<file path="config.mk">
export PLATFORM = sky130hd
export DESIGN_NAME = fir_serial_mac
export DESIGN_NICKNAME = d
export VERILOG_FILES = /design/src/rtl/fir_pkg.sv /design/src/rtl/fir_tapline.sv /design/src/rtl/fir_serial_mac.sv
export SDC_FILE = /design/constraint.sdc
export NUM_CORES = 1
export LEC_CHECK = 0
export CORE_MARGIN = 2
export CORE_UTILIZATION = 51
export DETAILED_ROUTE_END_ITERATION = 16
export PLACE_DENSITY_LB_ADDON = 0.15
export SKIP_CTS_REPAIR_TIMING = 1
export SYNTH_ARGS = -nofsm -noshare
export SYNTH_HDL_FRONTEND = slang
export SYNTH_HIERARCHICAL = 1
export SYNTH_SLANG_ARGS = --single-unit
</file>
<file path="constraint.sdc">
create_clock -name clk -period 4.5 [get_ports clk]
set_clock_uncertainty 0.2 [all_clocks]
set_input_delay 0.9 -clock clk [delete_from_list [all_inputs] [get_ports clk]]
set_output_delay 0.9 -clock clk [all_outputs]
set_load 0.01 [all_outputs]
</file>
<file path="src/rtl/fir_pkg.sv">
// Shared types and helpers for the serial-MAC FIR filter.
package fir_pkg;

  typedef enum logic [1:0] {
    IDLE = 2'd0,
    MAC  = 2'd1,
    DONE = 2'd2
  } fir_state_e;

  function automatic int fir_clog2(input int n);
    int r;
    r = 0;
    while ((1 << r) < n) r++;
    return r;
  endfunction

endpackage

</file>
<file path="src/rtl/fir_tapline.sv">
// DW x TAPS sample delay line: shifts on en, newest sample at index 0, muxed read by index.
module fir_tapline
  import fir_pkg::*;
#(
  parameter int DW   = 4,
  parameter int TAPS = 4,
  parameter int AW   = fir_clog2(TAPS)
) (
  input  logic          clk,
  input  logic          rst,
  input  logic          en,
  input  logic [DW-1:0] din,
  input  logic [AW-1:0] rd_idx,
  output logic [DW-1:0] rd_data
);

  logic [DW-1:0] d [TAPS];

  always_ff @(posedge clk) begin
    if (rst) begin
      for (int k = 0; k < TAPS; k++) d[k] <= '0;
    end else if (en) begin
      d[0] <= din;
      for (int k = 1; k < TAPS; k++) d[k] <= d[k-1];
    end
  end

  // Compare-based mux so a non-power-of-two TAPS never indexes past the array.
  always_comb begin
    rd_data = '0;
    for (int k = 0; k < TAPS; k++) begin
      if (rd_idx == AW'(k)) rd_data = d[k];
    end
  end

endmodule

</file>
<file path="src/rtl/fir_serial_mac.sv">
// N-tap FIR with programmable coefficients, one multiply-accumulate per cycle.
module fir_serial_mac
  import fir_pkg::*;
#(
  parameter int DW   = 4,
  parameter int CW   = 4,
  parameter int TAPS = 4,
  parameter int AW   = fir_clog2(TAPS),
  parameter int OW   = DW + CW + fir_clog2(TAPS)
) (
  input  logic          clk,
  input  logic          rst,
  input  logic          in_valid,
  output logic          in_ready,
  input  logic [DW-1:0] in_data,
  input  logic          coef_we,
  output logic          coef_ready,
  input  logic [AW-1:0] coef_addr,
  input  logic [CW-1:0] coef_data,
  output logic          out_valid,
  input  logic          out_ready,
  output logic [OW-1:0] out_data,
  output fir_state_e    dbg_state
);

  // Handshakes: a transfer happens on a rising edge where valid && ready are both high;
  // valid must not depend on ready, and the source holds data stable until the transfer.
  fir_state_e        state;
  logic [CW-1:0]     coef [TAPS];
  logic [AW-1:0]     idx;
  logic [OW-1:0]     acc;
  logic [DW-1:0]     tap;
  logic [CW-1:0]     c_sel;
  logic [CW+DW-1:0]  prod;
  logic [OW-1:0]     sum;
  logic              accept;
  logic              coef_wr;

  assign in_ready   = (state == IDLE);
  assign coef_ready = (state == IDLE);
  assign accept     = in_valid && in_ready;
  assign coef_wr    = coef_we && coef_ready && (int'(coef_addr) < TAPS);
  assign dbg_state  = state;

  fir_tapline #(.DW(DW), .TAPS(TAPS), .AW(AW)) u_tapline (
    .clk     (clk),
    .rst     (rst),
    .en      (accept),
    .din     (in_data),
    .rd_idx  (idx),
    .rd_data (tap)
  );

  always_comb begin
    c_sel = '0;
    for (int k = 0; k < TAPS; k++) begin
      if (idx == AW'(k)) c_sel = coef[k];
    end
  end

  assign prod = (CW+DW)'(c_sel) * (CW+DW)'(tap);
  assign sum  = acc + OW'(prod);

  // A write landing on the same edge as a sample accept is seen by that sample's MAC pass.
  always_ff @(posedge clk) begin
    if (rst) begin
      for (int k = 0; k < TAPS; k++) coef[k] <= CW'(k + 1);
    end else begin
      for (int k = 0; k < TAPS; k++) begin
        if (coef_wr && coef_addr == AW'(k)) coef[k] <= coef_data;
      end
    end
  end

  always_ff @(posedge clk) begin
    if (rst) begin
      state     <= IDLE;
      acc       <= '0;
      idx       <= '0;
      out_valid <= 1'b0;
      out_data  <= '0;
    end else begin
      case (state)
        IDLE: begin
          if (in_valid) begin
            acc   <= '0;
            idx   <= '0;
            state <= MAC;
          end
        end
        MAC: begin
          if (idx == AW'(TAPS - 1)) begin
            out_data  <= sum;
            out_valid <= 1'b1;
            state     <= DONE;
          end else begin
            acc <= sum;
            idx <= idx + 1'b1;
          end
        end
        DONE: begin
          if (out_ready) begin
            out_valid <= 1'b0;
            state     <= IDLE;
          end
        end
        default: state <= IDLE;
      endcase
    end
  end

endmodule

</file>
; After elaboration in Yosys (flattened, before gate mapping)
; Memories as Yosys holds them, arrays and structs flattened.
; Cells that the tools add are included.
[word_totals]
ram_bits = 32
out_inout_bits = 15
mem_count = 2
elab_cells = 91
in_bits = 15
ff_bits = 25
[classes]
muxes = 46
multipliers = 1
eq_ne = 12
addsub = 2
bitwise_logic = 8
reduce_logical = 15
[mem_list]
columns = memory, words, width, rd, rd_clocked_by_memory_dff, write_ports, line_no
row1 = coef, 4, 4, 4, 0, 4, fir_serial_mac.sv:29  ; logic [CW-1:0] coef [TAPS];
row2 = u_tapline.d, 4, 4, 4, 0, 4, fir_tapline.sv:17  ; logic [DW-1:0] d [TAPS];
[ops]
columns = cell, count
row1 = 2-to-1 mux 4 bit, 16
row2 = 2-to-1 mux 10 bit, 2
row3 = case mux 10 bit (2 select lines), 1
row4 = 2-to-1 mux 1 bit, 19
row5 = adder 10 x 8 -> 10 bit, 1
row6 = equality test 2 bit (second input constant), 5
row7 = 2-to-1 mux 2 bit, 5
row8 = AND reduction 3 bit, 3
row9 = multiplier 4 x 4 -> 8 bit, 1
row10 = != test 2 bit (second input constant), 4
row11 = bitwise OR 1 bit, 8
row12 = equality test 2 x 1 -> 1 bit (second input constant), 3
row13 = logical AND 1 bit, 6
row14 = zero test 2 bit, 3
row15 = case mux 2 bit (3 select lines), 1
row16 = case mux 2 bit (2 select lines), 1
row17 = nonzero test 2 bit, 2
row18 = adder 2 x 1 -> 2 bit (second input constant), 1
row19 = case mux 1 bit (2 select lines), 1
row20 = AND reduction 2 bit, 1

; Logic depth before layout (Yosys ltp)
; Gate-level depths: netlist of run 1.
[depth]
depth_word = 9
mapped_depth = 19
depth_no_buf = 19

; Cells and area by module
; The synthesis of run 1 kept the hierarchy.
[modules_own_cells]
columns = mod, seq_area_each_um2, n_inst, area_per_inst_um2, cells_per_inst
row1 = fir_serial_mac, 980.9, 1, 2573.7, 267
row2 = fir_tapline, 480.5, 1, 739.5, 39

; Worst setup path after synthesis of run 1
; Ideal clock, no wire load.
[synth_path]
path_type = register -> register
start = register idx[0]
end = register out_data[6]
required_ps = 4229
path_stages_with_launch = 18
path_slack_ps = -63
synth_period_minus_slack_ps = 4563
arrival_ps = 4293
cell_sequence = dfxtp_1 inv_1 ha_1 nor2b_1 a221oi_1 nor3_1 a21oi_1 nand2b_1 fa_1 fa_1 fa_1 inv_1 ha_1 o21ai_1 o21ai_2 and3_1 or3_1 a21oi_1
[synth_via]
elab_chain_cells = 7
word_cells_on_any_way = 15
[synth_lines]
columns = item, line_no
row1 = from (decl), fir_serial_mac.sv:30  ; logic [AW-1:0] idx;
row2 = from (signal assigned), fir_serial_mac.sv:98  ; idx <= idx + 1'b1;
row3 = zero test 2 bit, "fir_tapline.sv:32, fir_serial_mac.sv:57"
row4 = "2-to-1 mux 4 bit, on equally long branches (4 in series)", "fir_serial_mac.sv:57, fir_tapline.sv:32"
row5 = multiplier 4 x 4 -> 8 bit, fir_serial_mac.sv:61  ; assign prod = (CW+DW)'(c_sel) * (CW+DW)'(tap);
row6 = adder 10 x 8 -> 10 bit, fir_serial_mac.sv:62  ; assign sum = acc + OW'(prod);
row7 = to (signal assigned), fir_serial_mac.sv:93  ; out_data <= sum;
row8 = to (decl), fir_serial_mac.sv:22  ; output logic [OW-1:0] out_data,
; Several ways; a longest one is shown, not always the timed one.
; A chain may end at the register's enable or synchronous reset.

; Final worst setup path of run 1
[layout_path]
start = register idx[0]
end = register out_data[8]
; The elaborated chain is that of the path after synthesis.

==> flow_summary.yaml, run 1 <==
setup_path:
  critPathLaunch: "idx[0]$_SDFFE_PP0P_"
  cpMaxStageDelayCell: "or4_1"
  slowest_delay_ps: 540
  startpoint_type: "register"
  cp_top_family: "adder cells"
  cp_num_buf_inv: 5
  worstPathCellList: "inv_4 -> ha_4 -> nor2b_4 -> a221oi_2 -> nor3_1 -> a21oi_1 -> buf_4 -> buf_4 -> nor2b_2 -> fa_1 -> ha_1 -> inv_1 -> fa_1 -> inv_1 -> ha_4 -> o21ai_2 -> o21ai_2 -> a41oi_2 -> or4_1 -> nand3_1"
  end_kind: "register"
  path_depth: 20
  worstPathMaxFanout: 5
  worstPathArrival_ps: 4520
  criticalPathCategory: "reg -> reg"
  regToRegEndpoint: "out_data[8]$_SDFFE_PP0P_"
  ff2ff_path_depth: 20
  r2r_start: "idx[0]$_SDFFE_PP0P_"
  crit_end: "out_data[8]$_SDFFE_PP0P_"
  reg2reg_setup_slack_ps: 70
  required_ps: 4590
logic_synthesis:
  synth-edff-count: 32
  synthTopCellsByArea: "edfxtp_1 29%, dfxtp_1 15%, ha_1 8.3%"
  ys_warn_count: 6
  synth_flop_cell: "edfxtp_1"
  ys_ff_latch: 57
  avgSynthCellArea_um2: 10.8
  syn_area_mm2: 0.00331
  synth_cells: 306
  synth_top_area_cell: "edfxtp_1"
  synth_fp_nets: 352
  synth.top_cell.area_share: 0.290
  synth_seq_area_share: 0.441
  async_flop_share: 0
  ys_types: 46
detailed_routing:
  wire_per_inst_um: 16.3
  drc: 0
  num_vias: 2432
  first_iter_violations: 108
  postRouteWirelength_um: 7050
  first_pass_iters: 4
  postRouteAntennaNets: 0
  via_per_inst: 5.63
place:
  placed_cell_area_mm2: 0.00373
  port_buffers: 29
  placed_cells: 412
  hpwl_um: 5040
  gp_congestion: 0.969
timing:
  fin_crit_sh: 0.984
  finalCriticalPeriod_ps: 4430
  finalHoldViolations: 0
  finalSetupViolations: 0
  worst_pin_slew_ps: 967
  hold_slack_ps: 253
  fin_tns_setup_ps: 0
  max-slew-margin-rel: 0.351
  max_freq_ghz: 0.226
  slew_violations: 0
finish:
  stdcell_count: 432
  final_cell_mix: "32 x edfxtp_1, 29 x clkdlybuf4s50_1, 23 x inv_1, 23 x dfxtp_1, 18 x nand2_1"
  synthToLayoutAreaGrowth_pct: 25.1
  multi_input_area_mm2: 0.00186
  diodes: 0
  fin_nets: 396
  fill_cells: 515
  drive_gt1_frac: 0.186
  final_area_mm2: 0.00415
  regArea_mm2: 0.00147
  final_common_cell: "edfxtp_1"
global_routing:
  antenna_found_initial: 0
  grt-ovfl-total: 0
  grt_pass1_wl_um: 11000
  grt_max_degree: 23
  grt_use_total: 0.199
  grt_pass1_vias: 2415
floorplan:
  rows: 29
  coreArea_mm2: 0.00631
  die_w_um: 84.6
  ioPinCount: 30
  die_h_um: 84.6
  die_area_mm2: 0.00716
  start_util: 0.525
clock_tree:
  h-tree-depth: 3
  clockBufferDepth: 2
  worstSkewPairLatency_ps: 350
  tritoncts: "done"
  cts_root_buffer: "clkbuf_8"
  cts.sinks: 57
  cts_made_buffers: 9
  path_clk_slew_ps: 70
job:
  cap_violations: 0
hold_path:
  hold_class: "reg -> reg"
status:
  status: "complete, no violations"
pwr:
  max-vdd-ir-drop_uv: 241
  leakage_nw: 1.72
  power_density_mw_per_mm2: 349
  total_power_mw: 1.45
-- final cells by class --
class / count / share of cell area
repair buffers: 43 / 0.0954
well taps: 77 / 0.0232
flip-flops and latches: 57 / 0.354
clock inverters: 2 / 0.00272
inverters: 26 / 0.0241
clock buffers: 14 / 0.0522
multi-input cells: 213 / 0.449
-- per-stage QoR --
| stage | worst slack [ps] | util |
|---|---|---|
| 2_1_floorplan | 28.2 | - |
| 3_3_place_gp | 73.2 | 0.591 |
| 3_5_place_dp | 23.3 | 0.591 |
| 4_1_cts | -4.68 | 0.627 |
| 5_1_grt | -111 | 0.657 |
| 6_report | 71.7 | 0.657 |
-- worst min-delay path by stage --
stage                              from                        to  cells after the start
2_1_floorplan       acc[3]$_SDFFE_PP0P_       acc[3]$_SDFFE_PP0P_                      2
3_3_place_gp        acc[3]$_SDFFE_PP0P_       acc[3]$_SDFFE_PP0P_                      2
3_5_place_dp        acc[3]$_SDFFE_PP0P_       acc[3]$_SDFFE_PP0P_                      2
4_1_cts        out_data[0]$_SDFFE_PP0P_  out_data[0]$_SDFFE_PP0P_                      2
5_1_grt             acc[3]$_SDFFE_PP0P_       acc[3]$_SDFFE_PP0P_                      2
6_report       out_data[0]$_SDFFE_PP0P_  out_data[0]$_SDFFE_PP0P_                      2
-- metal layers --
metal | vias up | part of all wire | track usage
met2 | 53 | 0.53 | 0.350
met3 | 15 | 0.036 | 0.0452
li1 | 1185 | - | -
met1 | 1179 | 0.41 | 0.226
met4 | 0 | 0.027 | 0.101
met5 | - | 0 | 0
-- sequential cells by signal, summed over array words and instances, names as in the netlist --
name	flops
coef	16
acc	10
idx	2
dbg_state	2
out_valid	1
u_tapline/d	16
out_data	10
-- worst reg2reg max path, cell delays in order, from the launching register on --
cell      delay, ps
dfxtp_4         390
inv_4            60
ha_4            160
nor2b_4         140
a221oi_2        220
nor3_1           80
a21oi_1         190
buf_4           140
buf_4           110
nor2b_2          40
fa_1            440
ha_1            300
inv_1            50
fa_1            490
inv_1            60
ha_4            280
o21ai_2          50
o21ai_2         190
a41oi_2         170
or4_1           540
nand3_1          70
-- power breakdown --
part	internal [mW]	total (mW)	switching (mW)
Combinational	0.154	0.322	0.168
Clock	0.315	0.533	0.217
Sequential	0.576	0.590	0.0144
-- synth_stat cells (3+ instances only) --
master	number
edfxtp_1	32
inv_1	26
dfxtp_1	25
ha_1	22
a21oi_1	20
nand2_1	18
nor2b_1	18
and3b_1	16
and2_1	14
nor2_1	14
nand2b_1	11
fa_1	9
a22o_1	7
clkbuf_1	6
nor3_1	6
nand3_1	5
xnor2_1	5
a21o_1	4
a221oi_1	4
mux4_1	4
nor3_2	4
a211oi_2	3
-- logic make-up (layout without fill, tap and decap cells) --
logic type / after synthesis / count (layout) / share of synthesized area
multiplexers: 4 / 4 / 0.0317
adder cells (fa/ha/maj): 31 / 31 / 0.137
AND/OR/NAND/NOR: 118 / 118 / 0.213
flip-flops: 57 / 57 / 0.441
XOR/XNOR: 5 / 5 / 0.0132
AO/OA/AOI/OAI: 55 / 55 / 0.120
buffers and inverters: 36 / 85 / 0.0434
Note: power is estimated with default switching activity, not from simulation.
==> inputs of run 2 (changes only) <==
Settings changed: CORE_MARGIN 2 to default.
==> run 2 against run 1 <==
Worst hold slack improved by 1.3 ps. Register-to-register slack barely moved. Count of clock-buffer cells in the layout fell by 4. Flip-flop and latch count did not move. Worst setup slack improved by 11 ps. Design area fell by 1.0%. Maximum frequency rose by 0.24%. Total power fell by 1.3%. Non-clock buffer count did not move. Clock power fell by 0.8%. Critical endpoint unchanged.
==> flow_summary.yaml, run 2 (synthesis gave the netlist of run 1 again) <==
status:
  status: "complete, no violations"
timing:
  worst_pin_slew_ps: 978
  finalCriticalPeriod_ps: 4420
  max_freq_ghz: 0.226
  slew_violations: 0
  rsz0062_at_grt: "yes"
  finalSetupViolations: 0
  fin_crit_sh: 0.982
  max-slew-margin-rel: 0.343
  finalHoldViolations: 0
finish:
  final_cell_mix: "32 x edfxtp_1, 29 x clkdlybuf4s50_1, 23 x inv_1, 23 x dfxtp_1, 19 x a21oi_1"
  diodes: 0
  fill_cells: 528
  final_common_cell: "edfxtp_1"
  drive_gt1_frac: 0.172
  top_regs: "coef (16), u_tapline/d (16)"
  stdcell_count: 432
  synthToLayoutAreaGrowth_pct: 23.9
  final_util: 0.650
  fin_nets: 396
detailed_routing:
  postRouteAntennaNets: 0
  num_vias: 2401
  first_iter_violations: 105
  postRouteWirelength_um: 6980
  first_pass_iters: 4
  wire_per_inst_um: 16.2
  via_per_inst: 5.56
  drc: 0
hold_path:
  hold_class: "reg -> reg"
pwr:
  p_switching_mw: 0.396
  max-vdd-ir-drop_uv: 227
  combinationalPowerShare: 0.215
  power_density_mw_per_mm2: 347
  power.internal_mw: 1.03
  clock_power_share: 0.371
  netSwitchingFraction: 0.278
  seqPwrFrac: 0.414
  leakage_nw: 1.71
global_routing:
  antenna_found_initial: 0
  grt-ovfl-total: 0
  grt_use_total: 0.220
  grt_pass1_vias: 2237
  grt_pass1_wl_um: 10600
  grt_max_degree: 22
floorplan:
  die_h_um: 82.6
  die_w_um: 82.6
  ioPinCount: 30
  start_util: 0.525
  coreArea_mm2: 0.00631
  die_area_mm2: 0.00682
  rows: 29
setup_path:
  required_ps: 4580
  worstPathMaxFanout: 5
  end_kind: "register"
  startpoint_type: "register"
  criticalPathCategory: "reg -> reg"
  worstPathArrival_ps: 4500
clock_tree:
  clockBufferDepth: 2
  cts.sinks: 57
  cts_made_buffers: 9
  h-tree-depth: 3
  path_clk_slew_ps: 70
  tritoncts: "done"
  cts_root_buffer: "clkbuf_8"
  worstSkewPairLatency_ps: 340
place:
  gp_congestion: 0.920
  port_buffers: 29
  hpwl_um: 5000
  placed_cells: 412
job:
  cap_violations: 0
==> run 2: cell types whose count changed in the layout (fill, tap and decap cells not counted), moves of 2 or more <==
cell	previous run	this run
a21oi_1	17	19
a21oi_2	3	1
bufinv_16	0	2
clkbuf_16	3	0
==> run 2: layer usage <==
layer  wire [um]  up-vias  share of wire  global-route usage
li1            -     1182              -                   -
met1        2990     1158           0.43               0.252
met2        3530       46           0.51               0.383
met3         255       15          0.037              0.0549
met4         206        0          0.030               0.102
met5           0        -              0                   0
==> run 2: worst paths after layout <==
kind,startpoint,to,slack (ps),depth (start not counted)
max,idx[0]$_SDFFE_PP0P_,out_data[8]$_SDFFE_PP0P_,80,17
min,out_data[2]$_SDFFE_PP0P_,out_data[2]$_SDFFE_PP0P_,250,2
max reg2reg,idx[0]$_SDFFE_PP0P_,out_data[8]$_SDFFE_PP0P_,80,17
min reg2reg,out_data[2]$_SDFFE_PP0P_,out_data[2]$_SDFFE_PP0P_,250,2
==> run 2: final cells by class <==
type,count,area (um2),share of cell area
well taps,77,96.3,0.0235
multi-input cells,213,1840,0.447
clock buffers,10,128,0.0311
clock inverters,6,82.6,0.0201
flip-flops and latches,57,1470,0.357
inverters,26,100,0.0244
repair buffers,43,395,0.0963
==> run 2: per-stage QoR <==
step | worst slack [ps] | setup TNS [ps] | power, mW | hold WS [ps] | instance area, um2
finish | 82.5 | 0 | 1.43 | 254 | 4100
global route | -53.6 | -69.8 | 1.48 | 280 | 4100
CTS | -25.2 | -25.2 | 1.39 | 256 | 3940
detailed placement | -1.76 | -1.76 | 0.864 | 246 | 3730
global placement | 74.7 | 0 | 0.857 | 239 | 3730
floorplan | 28.2 | 0 | 0.773 | 220 | 3310
==> run 2: power groups by stage <==
stage | registers [mW] | logic (mW) | clock network [mW]
finish | 0.591 | 0.307 | 0.529
global route | 0.593 | 0.337 | 0.554
CTS | 0.589 | 0.265 | 0.534
detailed placement | 0.600 | 0.264 | 0
global placement | 0.599 | 0.258 | 0
floorplan | 0.596 | 0.177 | 0
==> run 2: worst max-delay path: stages, from the launching register on <==
cell,delay [ps]
dfxtp_4,390
inv_4,50
ha_4,150
nor2b_4,130
a221oi_2,250
nor3_1,70
a21oi_1,170
nand2b_1,160
fa_1,440
fa_1,460
fa_1,500
inv_2,40
ha_4,290
o21ai_2,70
o21ai_2,200
a41oi_2,170
or4_1,540
nand3_1,70
